[src/rtl/rename_rat.sv]
// Register alias table: maps 32 architectural regs to 8-bit physical tags, with 8 checkpoint pages.
// Latency: renamed tags registered, 1 cycle; free_consume is combinational in the request cycle.
// Backpressure: none; restore_state drops any same-cycle rename and save.
module rename_rat (
    input  logic       clk,
    input  logic       reset,
    input  logic       rename_valid,
    input  logic [4:0] rs1_arch,
    input  logic [4:0] rs2_arch,
    input  logic [4:0] rd_arch,
    input  logic       rd_write,
    input  logic [7:0] free_tag,
    input  logic       save_state,
    input  logic [2:0] save_page,
    input  logic       restore_state,
    input  logic [2:0] restore_page,
    output logic [7:0] rs1_phys,
    output logic [7:0] rs2_phys,
    output logic [7:0] rd_new_phys,
    output logic [7:0] rd_old_phys,
    output logic       out_valid,
    output logic       free_consume,
    output logic       release_valid,
    output logic [7:0] ckpt_valid,
    output logic       restore_err
);

    logic [7:0] map_q    [32];
    logic [7:0] map_next [32];
    logic [7:0] ckpt_q   [8][32];

    logic accept;
    logic do_write;
    logic restore_ok;
    logic restore_bad;
    logic save_ok;

    assign accept       = rename_valid & ~restore_state & ~reset;
    assign do_write     = accept & rd_write & (rd_arch != 5'd0);
    assign restore_ok   = restore_state & ckpt_valid[restore_page];
    assign restore_bad  = restore_state & ~ckpt_valid[restore_page];
    assign save_ok      = save_state & ~restore_state & ~reset;
    assign free_consume = do_write;

    // Table after this cycle's update; also the image captured by a save.
    always_comb begin
        map_next = map_q;
        if (restore_ok) begin
            map_next = ckpt_q[restore_page];
        end else if (do_write) begin
            map_next[rd_arch] = free_tag;
        end
        map_next[0] = 8'd0;
    end

    always_ff @(posedge clk or posedge reset) begin
        if (reset) begin
            for (int i = 0; i < 32; i++) begin
                map_q[i] <= 8'(i);
            end
        end else begin
            map_q <= map_next;
        end
    end

    // Checkpoint storage needs no reset; ckpt_valid gates every use.
    always_ff @(posedge clk) begin
        if (save_ok) begin
            ckpt_q[save_page] <= map_next;
        end
    end

    always_ff @(posedge clk or posedge reset) begin
        if (reset) begin
            rs1_phys      <= 8'd0;
            rs2_phys      <= 8'd0;
            rd_new_phys   <= 8'd0;
            rd_old_phys   <= 8'd0;
            out_valid     <= 1'b0;
            release_valid <= 1'b0;
            ckpt_valid    <= 8'd0;
            restore_err   <= 1'b0;
        end else begin
            out_valid     <= accept;
            release_valid <= do_write;
            restore_err   <= restore_bad;
            if (save_ok) begin
                ckpt_valid[save_page] <= 1'b1;
            end
            // Sources read the pre-update table: no bypass from this cycle's rd.
            if (accept) begin
                rs1_phys    <= map_q[rs1_arch];
                rs2_phys    <= map_q[rs2_arch];
                rd_new_phys <= do_write ? free_tag : 8'd0;
                rd_old_phys <= do_write ? map_q[rd_arch] : 8'd0;
            end
        end
    end

endmodule

[config.mk]
export PLATFORM = sky130hd
export DESIGN_NAME = rename_rat
export DESIGN_NICKNAME = d
export VERILOG_FILES = /design/src/rtl/rename_rat.sv
export SDC_FILE = /design/constraint.sdc
export NUM_CORES = 2
export LEC_CHECK = 0
export BUFFER_PORTS_ARGS = -buffer_cell sky130_fd_sc_hd__buf_4
export CAP_MARGIN = 20
export CORE_ASPECT_RATIO = 0.9
export CORE_UTILIZATION = 40
export DETAILED_ROUTE_END_ITERATION = 8
export PLACE_DENSITY = 0.58
export SYNTH_ARGS = -nofsm -noshare
export SYNTH_HDL_FRONTEND = slang
export SYNTH_SLANG_ARGS = --single-unit
[constraint.sdc]
create_clock -name clk -period 14.8 [get_ports clk]
set_clock_uncertainty 0.2 [all_clocks]
set_input_delay 0.74 -clock clk [delete_from_list [all_inputs] [get_ports clk]]
set_output_delay 0.74 -clock clk [all_outputs]
set_load 0.1 [all_outputs]
## Word level (Yosys, flattened, before mapping)

Memories as Yosys holds them, arrays and structs flattened.
Index checks and enable logic that the tools add are counted.

| storage, ports and cells | value |
|---|---|
| bits in writable memories | 1,984 |
| bits in registers | 291 |
| memories | 1 |
| word-level logic and storage cells | 87 |

Memory list:

| memory | depth | bits a word | rd ports | clocked after memory_dff | wr ports | RTL line | source |
|---|---|---|---|---|---|---|---|
| ckpt_q | 8 | 248 | 1 | 0 | 1 | 30 | `logic [7:0] ckpt_q [8][32];` |

| operators by class | value |
|---|---|
| muxes and demuxes | 22 |
| magnitude comparators | 7 |
| reductions and logical operators | 3 |
| bitwise logic cells | 15 |

Operators with widths:

| cell | count |
|---|---|
| 248-bit two-way mux | 2 |
| 256-bit bitwise mux | 1 |
| 8-bit binary-select mux with 5-bit select | 3 |
| 8-bit two-way mux | 9 |
| 8-bit demux with 5-bit select | 1 |
| 6-bit >= comparator, second input constant | 3 |
| 5-bit inverter with 6-bit output | 3 |
| 1-bit bitwise AND | 8 |
| 3-bit by 4-bit less-than comparator with 1-bit output, second input constant | 2 |
| 8-bit bitwise OR | 1 |
| 6-bit by 1-bit less-than comparator with 1-bit output, second input constant | 1 |
| 5-bit nonzero test | 1 |
| 1-bit two-way mux | 4 |
| 1-bit binary-select mux with 3-bit select | 1 |
| 1-bit demux with 3-bit select | 1 |
| 3-bit by 1-bit >= comparator with 1-bit output, second input constant | 1 |
| 1-bit inverter | 3 |
| 1-bit logical AND | 2 |

## Logic depth before layout (Yosys ltp)

| depth | value |
|---|---|
| word-level depth | 8 |
| depth in mapped cells | 9 |

## Worst setup path after synthesis

No wires, ideal clock.

| path | value |
|---|---|
| path kind | input to register |
| start point | input save_page[2] |
| end point | register ckpt_valid[0] |
| path buffers | 0 |
| cell stages on the path | 2 |
| data arrival time | 19,234 ps |
| slack | -4,807 ps |
| cell sequence | nor3_1 -> or2_2 |

| on the way | value |
|---|---|
| word-level cells in the longest chain between the ends | 5 |
| elaborated cells between the ends (all ways) | 6 |

RTL lines:

| element | RTL line | source |
|---|---|---|
| start: declaration | 14 | `input logic [2:0] save_page,` |
| 3-bit by 4-bit less-than comparator with 1-bit output (implied by the code) / 3-bit by 1-bit >= comparator with 1-bit output (equally long branches) | 88 | `ckpt_valid[save_page] <= 1'b1;` |
| 1-bit logical AND (implied by the code) | 88 |  |
| 1-bit two-way mux (implied by the code) | 88 |  |
| 1-bit demux with 3-bit select * | 88 |  |
| 8-bit bitwise OR (no line) * | -- |  |
| end signal: assignment | 81 | `ckpt_valid <= 8'd0;` |
| end signal: indexed assignment | 88 |  |
| end: declaration | 24 | `output logic [7:0] ckpt_valid,` |

Every way passes the cells marked *; elsewhere a longest branch is shown, timed or not.
A chain may end at the register's enable or synchronous reset.

==> summary.txt <==
Placed design
  • Cells after DPL: 7473
  • GPL Wtd Cong: 0.832
  • I/O Buffers: 78
  • DP HPWL: 139000 um
  • Post-place setup slack: 8.07 ns

Cells and area
  • P&R area growth vs syn: 12.0%
  • Nets: 4694
  • Layout cell share with drive strength beyond 1: 0.266
  • Fin cells: 7910

Clock tree
  • Clock root cell: clkbuf_16
  • # resized after CTS: 0
  • Clock sink count: 2275
  • CTS max path bufs: 3
  • CTS tree: built
  • H-tree levels: 4
  • Clk_lat worst skew: 0.88 ns
  • CTS Buf Count: 223
  • Clock Pin Slew Worst Setup and Hold Paths: 0.07 ns

Pwr
  • Clock network fraction of total power: 0.328
  • Pwr dens: 165 nW/um2
  • VDD IR-drop max: 0.000124 V
  • P_int: 12.3 mW
  • Reg power frac: 0.520
  • Sw Share: 0.284
  • Psw: 4.88 mW
  • Combinational cell fraction of total power: 0.152
  • Static leakage: 34.0 nW
  • Overall power: 17.2 mW

Detailed routing
  • ANT nets after route: 0
  • Routed wire length: 251000 um
  • Initial DRC count: 4994
  • DRT Pass-1 Iters: 7
  • Detailed-route wire length per cell: 31.7 um
  • Vias per cell: 6.06
  • Remaining DRCs: 0
  • Via count: 47900

GRT
  • Largest net degree at the start of global routing: 161
  • First-pass GRT wire length: 361000 um
  • Number of global-route vias before repair: 48000
  • Overflow after GRT: 0
  • Total GRT Usage: 0.216
  • Initial antenna violation count: 17

Setup path
  • Worst Path Max Fanout: 92
  • Critical-path cell list: buf_8 -> buf_4 -> mux4_2 -> mux2_2 -> nand2_8 -> buf_4 -> buf_4 -> a211oi_1 -> a21oi_1
  • Critical-path top delay cell: buf_4
  • WS Path Type: in2reg
  • Kind of start point of the critical path: input port
  • CP required: 15.16 ns
  • Buf+Inv Stages, Crit Path: 4
  • Most used cell, CP: buf_4
  • Crit path arrival time: 6.06 ns
  • Crit end category: register
  • Max stage delay on crit path: 0.87 ns
  • Crit. Startpoint: restore_page[0]
  • CP delay by family, top: buffers and inverters
  • Crit Reg-Reg Startpoint: ckpt_valid[0]$_DFFE_PP0P_

Synth
  • Number of synthesized flops with an enable pin: 1984
  • Yosys Warn Count: 0
  • Mapped cell area: 92900 um2
  • Sequential fraction of the synthesis area: 0.721
  • Seq cells post-synth: 2275
  • Synth Area per Inst: 20.2 um2
  • Synth Instances: 4595
  • Asr flop ratio synth: 0.128
  • Synth cell types: 47
  • Net Count, Synth: 4630
  • Synth area leader: edfxtp_1
  • Synth top area cells: edfxtp_1 (64%), mux4_2 (16%), dfrtp_1 (5.7%)
  • Ys flop type: edfxtp_1
  • Yosys top cell area share: 0.642

Die
  • Core ar.: 230000 um2
  • Die width: 510 um
  • Die area: 234000 um2
  • Die H: 459 um
  • Starting Density: 0.403
  • # IOs: 79
  • Std-Cell Rows: 167

STA
  • Final hold slack: 0.0487 ns
  • Fmax: 176 MHz
  • Relative slew slack: 0.237
  • Setup WS post-layout: 9.11 ns
  • Final setup vio count: 0
  • Setup TNS Final: 0 ns
  • RSZ-0062 raised after global routing: false
  • Worst-margin pin slew: 1.14 ns
  • Fin. max-slew vios: 0
  • Fin crit share: 0.385
  • Post-layout min period: 5.69 ns
  • Hold Fails Final Rpt: 0

Status
  • Status: completed

Min path
  • Hold Path Class: in2reg
  • Hold Path Origin: rs1_arch[4]

Flow run
  • Max Cap Violations: 0
==> repair_timing <==
item | CTS | global route
endpoints found under the setup margin | 0 | 0
endpoints found under the hold margin | 73 | 0
hold buffers | 3 | 0
buffers inserted | 0 | 0
==> cell type report <==
| type | count | area (um2) |
|---|---|---|
| diodes | 10 | 25.0 |
| clock buffers | 320 | 6160 |
| clock inverters | 104 | 1070 |
| fillers | 19400 | 126000 |
| inverters | 6 | 30.0 |
| multi-input cells | 1989 | 24600 |
| flip-flops and latches | 2275 | 67000 |
| well taps | 3042 | 3810 |
| repair buffers | 164 | 1370 |
==> path summary, 6_finish.rpt <==
kind                       depth (start not counted)                        end  slack [ns]
min in group asynchronous                          3  ckpt_valid[1]$_DFFE_PP0P_        0.44
max in group asynchronous                          5    rs1_phys[5]$_DFFE_PP0P_       11.59
setup / recovery                                   9   ckpt_q[7][129]$_DFFE_PP_        9.11
hold / removal                                     4    rs1_phys[7]$_DFFE_PP0P_        0.05
hold reg to reg                                    2    rs2_phys[4]$_DFFE_PP0P_        0.29
setup reg to reg                                   7   ckpt_q[7][129]$_DFFE_PP_       10.15
==> cell usage in the layout, fill, tap and decap left out, types with 19 or more instances in the layout <==
cell / synthesis / layout
clkinv_1: 0 / 24
dfrtp_1: 211 / 211
dfstp_2: 80 / 80
a22o_1: 23 / 23
nor2b_1: 265 / 265
mux2_2: 26 / 26
a22oi_1: 28 / 28
clkinv_2: 0 / 38
clkbuf_8: 0 / 19
nand2_1: 49 / 49
a21oi_1: 241 / 241
mux4_2: 673 / 673
a211oi_1: 248 / 248
buf_4: 3 / 149
edfxtp_1: 1984 / 1984
mux2i_1: 256 / 256
clkbuf_1: 202 / 77
clkbuf_16: 0 / 224
a221o_1: 21 / 21
nor2_1: 30 / 24
==> state kept, by name (all words and copies together) (netlist names) <==
| name | count |
|---|---|
| ckpt_valid | 8 |
| rs1_phys | 8 |
| ckpt_q | 1984 |
| rd_old_phys | 8 |
| map_q | 248 |
| rd_new_phys | 8 |
| restore_err | 1 |
| release_valid | 1 |
| out_valid | 1 |
| rs2_phys | 8 |
==> cell usage after synthesis, types with 14 or more instances <==
cell and instances:
edfxtp_1 1984, mux4_2 673, nor2b_1 265, mux2i_1 256, a211oi_1 248, a21oi_1 241, dfrtp_1 211, clkbuf_1 202
buf_2 96, dfstp_2 80, nand2_1 49, nor2_1 30, a22oi_1 28, mux2_2 26, buf_1 24, a22o_1 23
a221o_1 21, o21ai_0 18, o22ai_1 16, nand3_1 14
==> metrics by stage <==
step | utilization | area (um2)
floorplan | - | 92900
finish | 0.451 | 104000
detailed placement | 0.420 | 96800
global placement | 0.420 | 96800
CTS | 0.451 | 104000
global route | 0.451 | 104000
==> routing by layer <==
layer | up-vias | GRT usage | wire (um)
met1 | 26200 | 0.314 | 108000
met3 | 410 | 0.0365 | 18600
met4 | 4 | 0.0806 | 9400
li1 | 19400 | - | -
met2 | 1889 | 0.326 | 115000
met5 | - | 0 | 27
==> tightest hold or removal path: cells and delay by family <==
kind / cells / cell delay [ns]
and+or+nand+nor: 2 / 0.14
buffers and inverters: 1 / 0.14
AOI/OAI and AO/OA: 1 / 0.06
==> power groups by stage <==
stage	combinational [mW]	sequential, mW	clock [mW]
after floorplan	1.60	8.80	0
after global placement	2.54	9.01	0
after detailed placement	2.61	9.03	0
after CTS	2.62	8.90	5.74
after global routing	2.81	8.95	5.98
final	2.61	8.92	5.62
==> cells by family (layout without fill, tap and decap cells) <==
| logic type | count (synthesis) | in the layout | synth area share |
|---|---|---|---|
| buffers and inverters | 331 | 594 | 0.0148 |
| AOI/OAI and AO/OA | 627 | 627 | 0.0446 |
| DFF | 2275 | 2275 | 0.721 |
| muxes | 955 | 955 | 0.194 |
| and+or+nand+nor | 407 | 407 | 0.0255 |
| other | 0 | 10 | 0 |
Power figures use the tool's default switching activity.
